**config.mk**
```make
export PLATFORM = sky130hd
export DESIGN_NAME = regfile_fwd
export DESIGN_NICKNAME = d
export VERILOG_FILES = /design/src/rtl/regfile_fwd_pkg.sv /design/src/rtl/regfile_rd_sel.sv /design/src/rtl/regfile_fwd.sv
export SDC_FILE = /design/constraint.sdc
export NUM_CORES = 2
export LEC_CHECK = 0
export CELL_PAD_IN_SITES_DETAIL_PLACEMENT = 2
export CELL_PAD_IN_SITES_GLOBAL_PLACEMENT = 2
export CORE_AREA = 2 2 437 439
export CTS_CLUSTER_DIAMETER = 200
export DETAILED_ROUTE_END_ITERATION = 8
export DIE_AREA = 0 0 439 441
export PLACE_DENSITY_LB_ADDON = 0.08
export SLEW_MARGIN = 20
export SYNTH_ARGS = -nofsm -noshare
export SYNTH_HDL_FRONTEND = slang
export SYNTH_SLANG_ARGS = --single-unit
```
**constraint.sdc**
```tcl
create_clock -name clk -period 2.6 [get_ports clk]
set_input_delay 0.52 -clock clk [delete_from_list [all_inputs] [get_ports clk]]
set_output_delay 0.52 -clock clk [all_outputs]
set_load 0.1 [all_outputs]
```
**src/rtl/regfile_fwd_pkg.sv**
```systemverilog
//==============================================================================
// regfile_fwd_pkg : constants shared by the forwarding register file.
// Revision: 1.0
//==============================================================================
`default_nettype none

package regfile_fwd_pkg;

  localparam int          REG_BUS_W      = 32;
  localparam int          REG_ADDR_BUS_W = 5;
  localparam int          REG_NUM        = 32;
  localparam logic [31:0] ZERO_WORD      = 32'h0000_0000;
  localparam logic        READ_ENABLE    = 1'b1;
  localparam logic        WRITE_ENABLE   = 1'b1;

endpackage

`default_nettype wire

```
**src/rtl/regfile_rd_sel.sv**
```systemverilog
//==============================================================================
// regfile_rd_sel : priority read selection and load-hit flag for one read port.
// Revision: 1.0
//==============================================================================
`default_nettype none

module regfile_rd_sel
  import regfile_fwd_pkg::*;
#(
  parameter int DATA_W  = 32,
  parameter int ADDR_W  = 5,
  parameter int NUM_FWD = 2
) (
  input  logic                      re,
  input  logic [ADDR_W-1:0]         raddr,
  input  logic [NUM_FWD-1:0]        fwd_we,
  input  logic [NUM_FWD*ADDR_W-1:0] fwd_addr,
  input  logic [NUM_FWD*DATA_W-1:0] fwd_data,
  input  logic [NUM_FWD-1:0]        fwd_ld,
  input  logic                      we,
  input  logic [ADDR_W-1:0]         waddr,
  input  logic [DATA_W-1:0]         wdata,
  input  logic [DATA_W-1:0]         arr_data,
  output logic [DATA_W-1:0]         data,
  output logic                      ld_hit
);

  logic fwd_hit;

  always_comb begin
    data    = '0;
    ld_hit  = 1'b0;
    fwd_hit = 1'b0;
    // Walk oldest to youngest so the lowest matching index is the one that sticks.
    for (int i = NUM_FWD - 1; i >= 0; i--) begin
      if (fwd_we[i] && (fwd_addr[i*ADDR_W +: ADDR_W] == raddr)) begin
        fwd_hit = 1'b1;
        data    = fwd_data[i*DATA_W +: DATA_W];
        ld_hit  = fwd_ld[i];
      end
    end
    if (!fwd_hit) begin
      data = ((we == WRITE_ENABLE) && (waddr == raddr)) ? wdata : arr_data;
    end
    if ((re != READ_ENABLE) || (raddr == '0)) begin
      data   = '0;
      ld_hit = 1'b0;
    end
  end

endmodule

`default_nettype wire

```
**src/rtl/regfile_fwd.sv**
```systemverilog
//==============================================================================
// regfile_fwd : GPR file with WB write-through, multi-source forwarding and load-use stall.
// Revision: 1.0
//==============================================================================
`default_nettype none

module regfile_fwd
  import regfile_fwd_pkg::*;
#(
  parameter int DATA_W  = 32,
  parameter int ADDR_W  = 5,
  parameter int NUM_RD  = 2,
  parameter int NUM_FWD = 2,
  parameter int REG_RD  = 0
) (
  input  logic                      clk,
  input  logic                      rst,
  input  logic                      we,
  input  logic [ADDR_W-1:0]         waddr,
  input  logic [DATA_W-1:0]         wdata,
  input  logic [NUM_FWD-1:0]        fwd_we,
  input  logic [NUM_FWD*ADDR_W-1:0] fwd_addr,
  input  logic [NUM_FWD*DATA_W-1:0] fwd_data,
  input  logic [NUM_FWD-1:0]        fwd_ld,
  input  logic [NUM_RD-1:0]         re,
  input  logic [NUM_RD*ADDR_W-1:0]  raddr,
  input  logic                      hold,
  output logic [NUM_RD*DATA_W-1:0]  rdata,
  output logic                      stall_req
);

  localparam int DEPTH = 2 ** ADDR_W;

  logic [DATA_W-1:0]        mem [DEPTH];
  logic [NUM_RD*DATA_W-1:0] sel;
  logic [NUM_RD-1:0]        ld_hit;

  // Entry 0 is never written, so its reset value keeps it hardwired to zero.
  always_ff @(posedge clk or negedge rst) begin
    if (!rst) begin
      for (int k = 0; k < DEPTH; k++) begin
        mem[k] <= '0;
      end
    end else if ((we == WRITE_ENABLE) && (waddr != '0)) begin
      mem[waddr] <= wdata;
    end
  end

  for (genvar p = 0; p < NUM_RD; p++) begin : g_port
    regfile_rd_sel #(
      .DATA_W  (DATA_W),
      .ADDR_W  (ADDR_W),
      .NUM_FWD (NUM_FWD)
    ) u_rd_sel (
      .re       (re[p]),
      .raddr    (raddr[p*ADDR_W +: ADDR_W]),
      .fwd_we   (fwd_we),
      .fwd_addr (fwd_addr),
      .fwd_data (fwd_data),
      .fwd_ld   (fwd_ld),
      .we       (we),
      .waddr    (waddr),
      .wdata    (wdata),
      .arr_data (mem[raddr[p*ADDR_W +: ADDR_W]]),
      .data     (sel[p*DATA_W +: DATA_W]),
      .ld_hit   (ld_hit[p])
    );
  end

  assign stall_req = rst && (|ld_hit);

  if (REG_RD != 0) begin : g_reg_rd
    logic [NUM_RD*DATA_W-1:0] rdata_q;

    always_ff @(posedge clk or negedge rst) begin
      if (!rst) begin
        rdata_q <= '0;
      end else if (!hold) begin
        rdata_q <= sel;
      end
    end

    assign rdata = rdata_q;
  end else begin : g_comb_rd
    logic unused_hold;

    assign unused_hold = hold;
    // Forwarded data is masked too, so the port reads zero throughout reset.
    assign rdata       = rst ? sel : '0;
  end

endmodule

`default_nettype wire
```
Word level (Yosys, flattened, before mapping)

Cells that the tools add are included.

Word-level logic and storage cells: 92
Bits in registers: 1024
Output and inout bits: 65

Muxes and demuxes: 30
$lt $le $gt $ge: 4
Bitwise gates (word level): 5
Equal/unequal tests: 6
Reduce and logical (&&, ||, !) cells: 15

Operator list:

| operator                                                                      | count |
|---|---|
| 1024-bit bitwise mux                                                          | 1 |
| 32-bit 2-to-1 mux                                                             | 15 |
| 32-bit binary-select mux with 5-bit select                                    | 2 |
| 32-bit demux with 5-bit select                                                | 1 |
| 64-bit 2-to-1 mux                                                             | 1 |
| 5-bit == test                                                                 | 6 |
| 6-bit greater-or-equal comparator (second input constant)                     | 3 |
| 5-bit inverter with 6-bit output                                              | 3 |
| 5-bit logical NOT                                                             | 2 |
| 1-bit 2-to-1 mux                                                              | 10 |
| 1-bit logical AND                                                             | 9 |
| 6-bit by 1-bit less-than comparator with 1-bit output (second input constant) | 1 |
| 5-bit nonzero test                                                            | 1 |
| 1-bit logical OR                                                              | 2 |
| 1-bit inverter                                                                | 2 |
| 2-bit OR reduction                                                            | 1 |

Logic depth before layout (Yosys ltp)

Word-level depth: 8
Depth in mapped cells: 10

Modules after synthesis

A second synthesis with hierarchy kept.

Cells, all modules: 5042
Area total of the unflattened synthesis: 58602.5 sq um

By module, submodules not included:

| module         | area each (sq um) | instances | sequential area each (sq um) | cells an instance |
|---|---|---|---|---|
| regfile_fwd    | 55972.4           | 1         | 25624.6                      | 4682 |
| regfile_rd_sel | 1315.0            | 2         | 0.0                          | 180 |

Worst setup path before layout

Ideal clock, no wire load.

Path type: input port to output port
From: input port raddr[7]
To: output port rdata[33]
Path buffers: 3
Path slack: -1.134 ns
Arrival: 3.214 ns
Stages: 8
Cells stage by stage: buf_2 xor2_1 nor4_2 and3_1 buf_2 buf_2 o31ai_1 a21oi_1

Cells in the longest elaborated chain, start to end: 8
Elaborated cells on any way between the ends: 20
Those cells by class: eq/ne: 3; mux: 11; bitwise: 1; reduce/logical: 5

RTL lines:

| element                                                | RTL line             | text |
|---|---|---|
| from (decl)                                            | regfile_fwd.sv:26    | `input logic [NUM_RD*ADDR_W-1:0] raddr,` |
| 5-bit inverter with 6-bit output (not written as such) | regfile_fwd.sv:64    | `.arr_data (mem[raddr[p*ADDR_W +: ADDR_W]]),` |
| 32-bit binary-select mux with 5-bit select             | regfile_fwd.sv:64    |  |
| 32-bit 2-to-1 mux (not written as such) (2 in a row)   | regfile_fwd.sv:64    |  |
| 32-bit 2-to-1 mux                                      | regfile_rd_sel.sv:43 | `data = ((we == WRITE_ENABLE) && (waddr == raddr)) ? wdata : arr_data;` |
| 32-bit 2-to-1 mux                                      | regfile_rd_sel.sv:42 | `if (!fwd_hit) begin` |
| 32-bit 2-to-1 mux (*)                                  | regfile_rd_sel.sv:45 | `if ((re != READ_ENABLE) \|\| (raddr == '0)) begin` |
| 64-bit 2-to-1 mux (*)                                  | regfile_fwd.sv:89    | `assign rdata = rst ? sel : '0;` |
| to (decl)                                              | regfile_fwd.sv:28    | `output logic [NUM_RD*DATA_W-1:0] rdata,` |

Every way passes the cells marked *; elsewhere a longest branch is shown, timed or not. The select of a mux whose other input is x is not followed.

Worst setup path after layout

From: register mem[561] (netlist bit)
To: output port rdata[49]

Cells in the longest elaborated chain, start to end: 7

RTL lines:

| element                                              | RTL line             | text |
|---|---|---|
| from (decl)                                          | regfile_fwd.sv:34    | `logic [DATA_W-1:0] mem [DEPTH];` |
| from (signal, indexed assignment)                    | regfile_fwd.sv:45    | `mem[waddr] <= wdata;` |
| 32-bit binary-select mux with 5-bit select           | regfile_fwd.sv:64    |  |
| 32-bit 2-to-1 mux (not written as such) (2 in a row) | regfile_fwd.sv:64    |  |
| 32-bit 2-to-1 mux                                    | regfile_rd_sel.sv:43 |  |
| 32-bit 2-to-1 mux                                    | regfile_rd_sel.sv:42 |  |
| 32-bit 2-to-1 mux                                    | regfile_rd_sel.sv:45 |  |
| 64-bit 2-to-1 mux                                    | regfile_fwd.sv:89    |  |

Every way passes these cells. The select of a mux whose other input is x is not followed.

==> impl_metrics.tcl <==
set metrics [dict create \
    required_ps 2080 \
    dr_total_vias 46910 \
    p_leak_nw 33.82 \
    path_buf_inv 3 \
    cts.path.max_buffers 3 \
    die_h_um 441 \
    synth_xor_area_share_pct 0.4650 \
    antenna_found_initial 14 \
    synth_area_leader_cell "dfrtp_1" \
    yosysTopAreaCellShare_pct 45.35 \
    largest_register "mem" \
    top_regs "mem: 1024 flops" \
    start_util_pct 29.87 \
    htree_levels 4 \
    tightest_slew_ps 1037 \
    synth-simple-area-share_pct 7.509 \
    crit_path_start "mem[561]" \
    synth_compound_area_share_pct 12.17 \
    worst_slack_ps -893.7 \
    rsz0062_at_grt "yes" \
    drtIter0Drc 3115 \
    root_buffer "clkbuf_16" \
    max_clock_freq_ghz 0.2862 \
    synthAdderAreaFrac_pct 0 \
    fin_crit_ps 3494 \
    wl_um 293400 \
    dp_hpwl_um 203900 \
    clock_latency_ps 800 \
    path_clk_slew_ps 60 \
    cts_sinks 1024 \
    final.setup.tns_ps -42470 \
    antenna_left 0 \
    tritoncts "built" \
    crit_family "buffers and inverters" \
    fin_crit_sh_pct 134.4 \
    die_area_um2 193600 \
    grt-ovfl-total 0 \
    async_flop_share_pct 100.0 \
    yosysUniqueCellTypes 72 \
    yosys-mux-area-fraction_pct 29.41 \
    synth_top_family_by_area "multiplexers" \
    drv_cap 0 \
    violations "negative setup slack" \
    track_usage_pct 30.02 \
    cp-end-kind "primary output" \
    worstSetupStartpointType "register" \
    first_global_vias 50920 \
    syn_area_um2 56500 \
    die_w_um 439 \
    vias_per_cell 5.667 \
    io_pins 196 \
    fillers 18690 \
    ys_ff_latch 1024 \
    path_max_fanout 3 \
    syn_nets 5031 \
    synth_area_leaders "dfrtp_1 (45%), mux2_2 (17%), mux4_2 (8.6%)" \
    io_buffers 194 \
    fin_area_um2 79340 \
    grt_start_max_net_pins 160 \
    finalNetCount 5790 \
    drv_slew 0 \
    cp_cell_sequence "mux4_2 -> a22oi_2 -> nand3_2 -> buf_6 -> nand4_1 -> buf_4 -> a21oi_4 -> buf_12" \
    layout_common_cells "dfrtp_1 (1022), mux2_2 (839), nand2_1 (571)" \
    synth_edf_count 0 \
    powerDensity_nw_per_um2 670.2 \
    synth_area_per_cell_um2 11.53 \
    seq_area_frac_synth_pct 45.35 \
    dpl_cell_area_um2 69990 \
    place.gp.congestion 0.8623 \
    synth_cells 4900 \
    worstSetupPathType "reg2out" \
    drt_pass1_iterations 5 \
    setup_viol 65 \
    cts_buffers 133 \
    drive_above_1_share_pct 48.64 \
    relSlewSlack_pct 30.88 \
    arrival_ps 2970 \
    worst_ir_drop_vdd_mv 0.6878 \
    rr_startpoint "mem[588]" \
    wire_per_inst_um 35.45 \
    ys.flop_type "dfrtp_1" \
    cp_slowest_cell "mux4_2" \
    drcViolationCount 0 \
    hold_viol 0 \
    placementRows 160 \
    clock_skew_ps 0 \
    hp-class "in2async" \
    area_delta_synth_final_pct 40.43 \
    grt_pass1_wl_um 411400 \
    final_common_cell "dfrtp_1" \
    core_area_um2 189200 \
    largest_reg_flops 1024 \
    crit_path_max_incr_delay_ps 520 \
    yosys_warnings 0 \
    status "finished, violations left" \
]
==> where the power goes <==
| group | switching, mW | internal, mW | total, mW |
|---|---|---|---|
| Clock | 7.87 | 11.3 | 19.2 |
| Combinational | 6.41 | 6.34 | 12.7 |
| Sequential | 2.36 | 18.9 | 21.3 |
==> routing by layer <==
layer	share of wire (%)	up-vias	wire length, um	global-route usage, %
li1	-	19840	-	-
met5	0	-	0	0
met4	4.5	0	13280	12.87
met3	3.5	409	10370	3.346
met1	44	25560	130600	40.66
met2	47	1106	139200	48.56
==> synthesized netlist by cell type (5+ instances only) <==
| library cell | count |
|---|---|
| a211oi_1 | 44 |
| dfrtp_1 | 1024 |
| nand2_2 | 8 |
| or2_2 | 7 |
| nand4bb_1 | 5 |
| mux2_2 | 843 |
| xnor2_1 | 22 |
| clkbuf_1 | 251 |
| nand3_1 | 69 |
| a22oi_1 | 91 |
| o22ai_1 | 178 |
| xor2_1 | 8 |
| a21oi_1 | 65 |
| nand2_1 | 582 |
| mux2_1 | 10 |
| buf_6 | 43 |
| o211a_1 | 22 |
| nor2b_1 | 30 |
| buf_8 | 7 |
| nand4_1 | 66 |
| mux4_2 | 217 |
| mux2i_1 | 212 |
| inv_1 | 38 |
| nor3_1 | 76 |
| o31ai_1 | 64 |
| a221oi_1 | 124 |
| nand3b_1 | 5 |
| nor2_1 | 18 |
| buf_2 | 155 |
| o21ai_0 | 483 |
| a22o_1 | 6 |
| buf_4 | 52 |
| nor3b_1 | 5 |
==> cells by family (layout without fill, tap and decap cells) <==
| group | count (synthesis) | in the layout |
|---|---|---|
| multiplexers | 1282 | 1282 |
| AO/OA/AOI/OAI | 1095 | 1095 |
| flip-flops | 1024 | 1024 |
| AND/OR/NAND/NOR | 915 | 915 |
| buffers and inverters | 554 | 1413 |
| XOR/XNOR | 30 | 30 |
| other | 0 | 7 |
==> through the flow <==
stage                     setup slack [ps]  cells  hold slack [ps]  power, mW  util [%]
after floorplan                     -200.6   4900            224.4      27.88         -
after global placement               -1372   7887            378.2      32.63     36.99
after detailed placement             -1329   7888            384.9      33.12     37.00
after CTS                           -964.1   8226            274.2      53.34     41.39
after global routing                -939.7   8274            295.3      55.41     41.94
final                               -893.7   8277            336.6      53.18     41.94
==> layout make-up <==
cell class	count	area (um^2)	area share, %
well taps	2511	3142	3.960
multi-input cells	3322	31940	40.25
inverters	38	142.6	0.1798
clock inverters	49	578.1	0.7285
clock buffers	186	3834	4.832
diodes	7	17.52	0.02208
repair buffers	1140	14070	17.73
flip-flops and latches	1024	25630	32.30
==> path summary, 6_finish.rpt <==
check	depth (start not counted)	to	slack, ps
min in group clk	0	mem[997]	390
max in group asynchronous	5	mem[800]	310
setup reg to reg	2	mem[588]	1690
hold / removal	3	mem[761]	340
hold reg to reg	0	mem[997]	390
setup / recovery	8	rdata[49]	-890
==> worst min-delay path: stages <==
cell,delay (ps)
buf_8,150
buf_4,170
dlygate4sd3_1,560
==> repair_timing <==
action                                  in CTS  in global routing
buffers inserted                           110                 62
cloned                                      22                  3
endpoints found under the setup margin      65                 65
hold buffers                                 2                  0
gates resized for setup                    498                154
pin swaps                                  257                129
endpoints found under the hold margin        4                  0
Note: power is estimated with default switching activity, not from simulation.
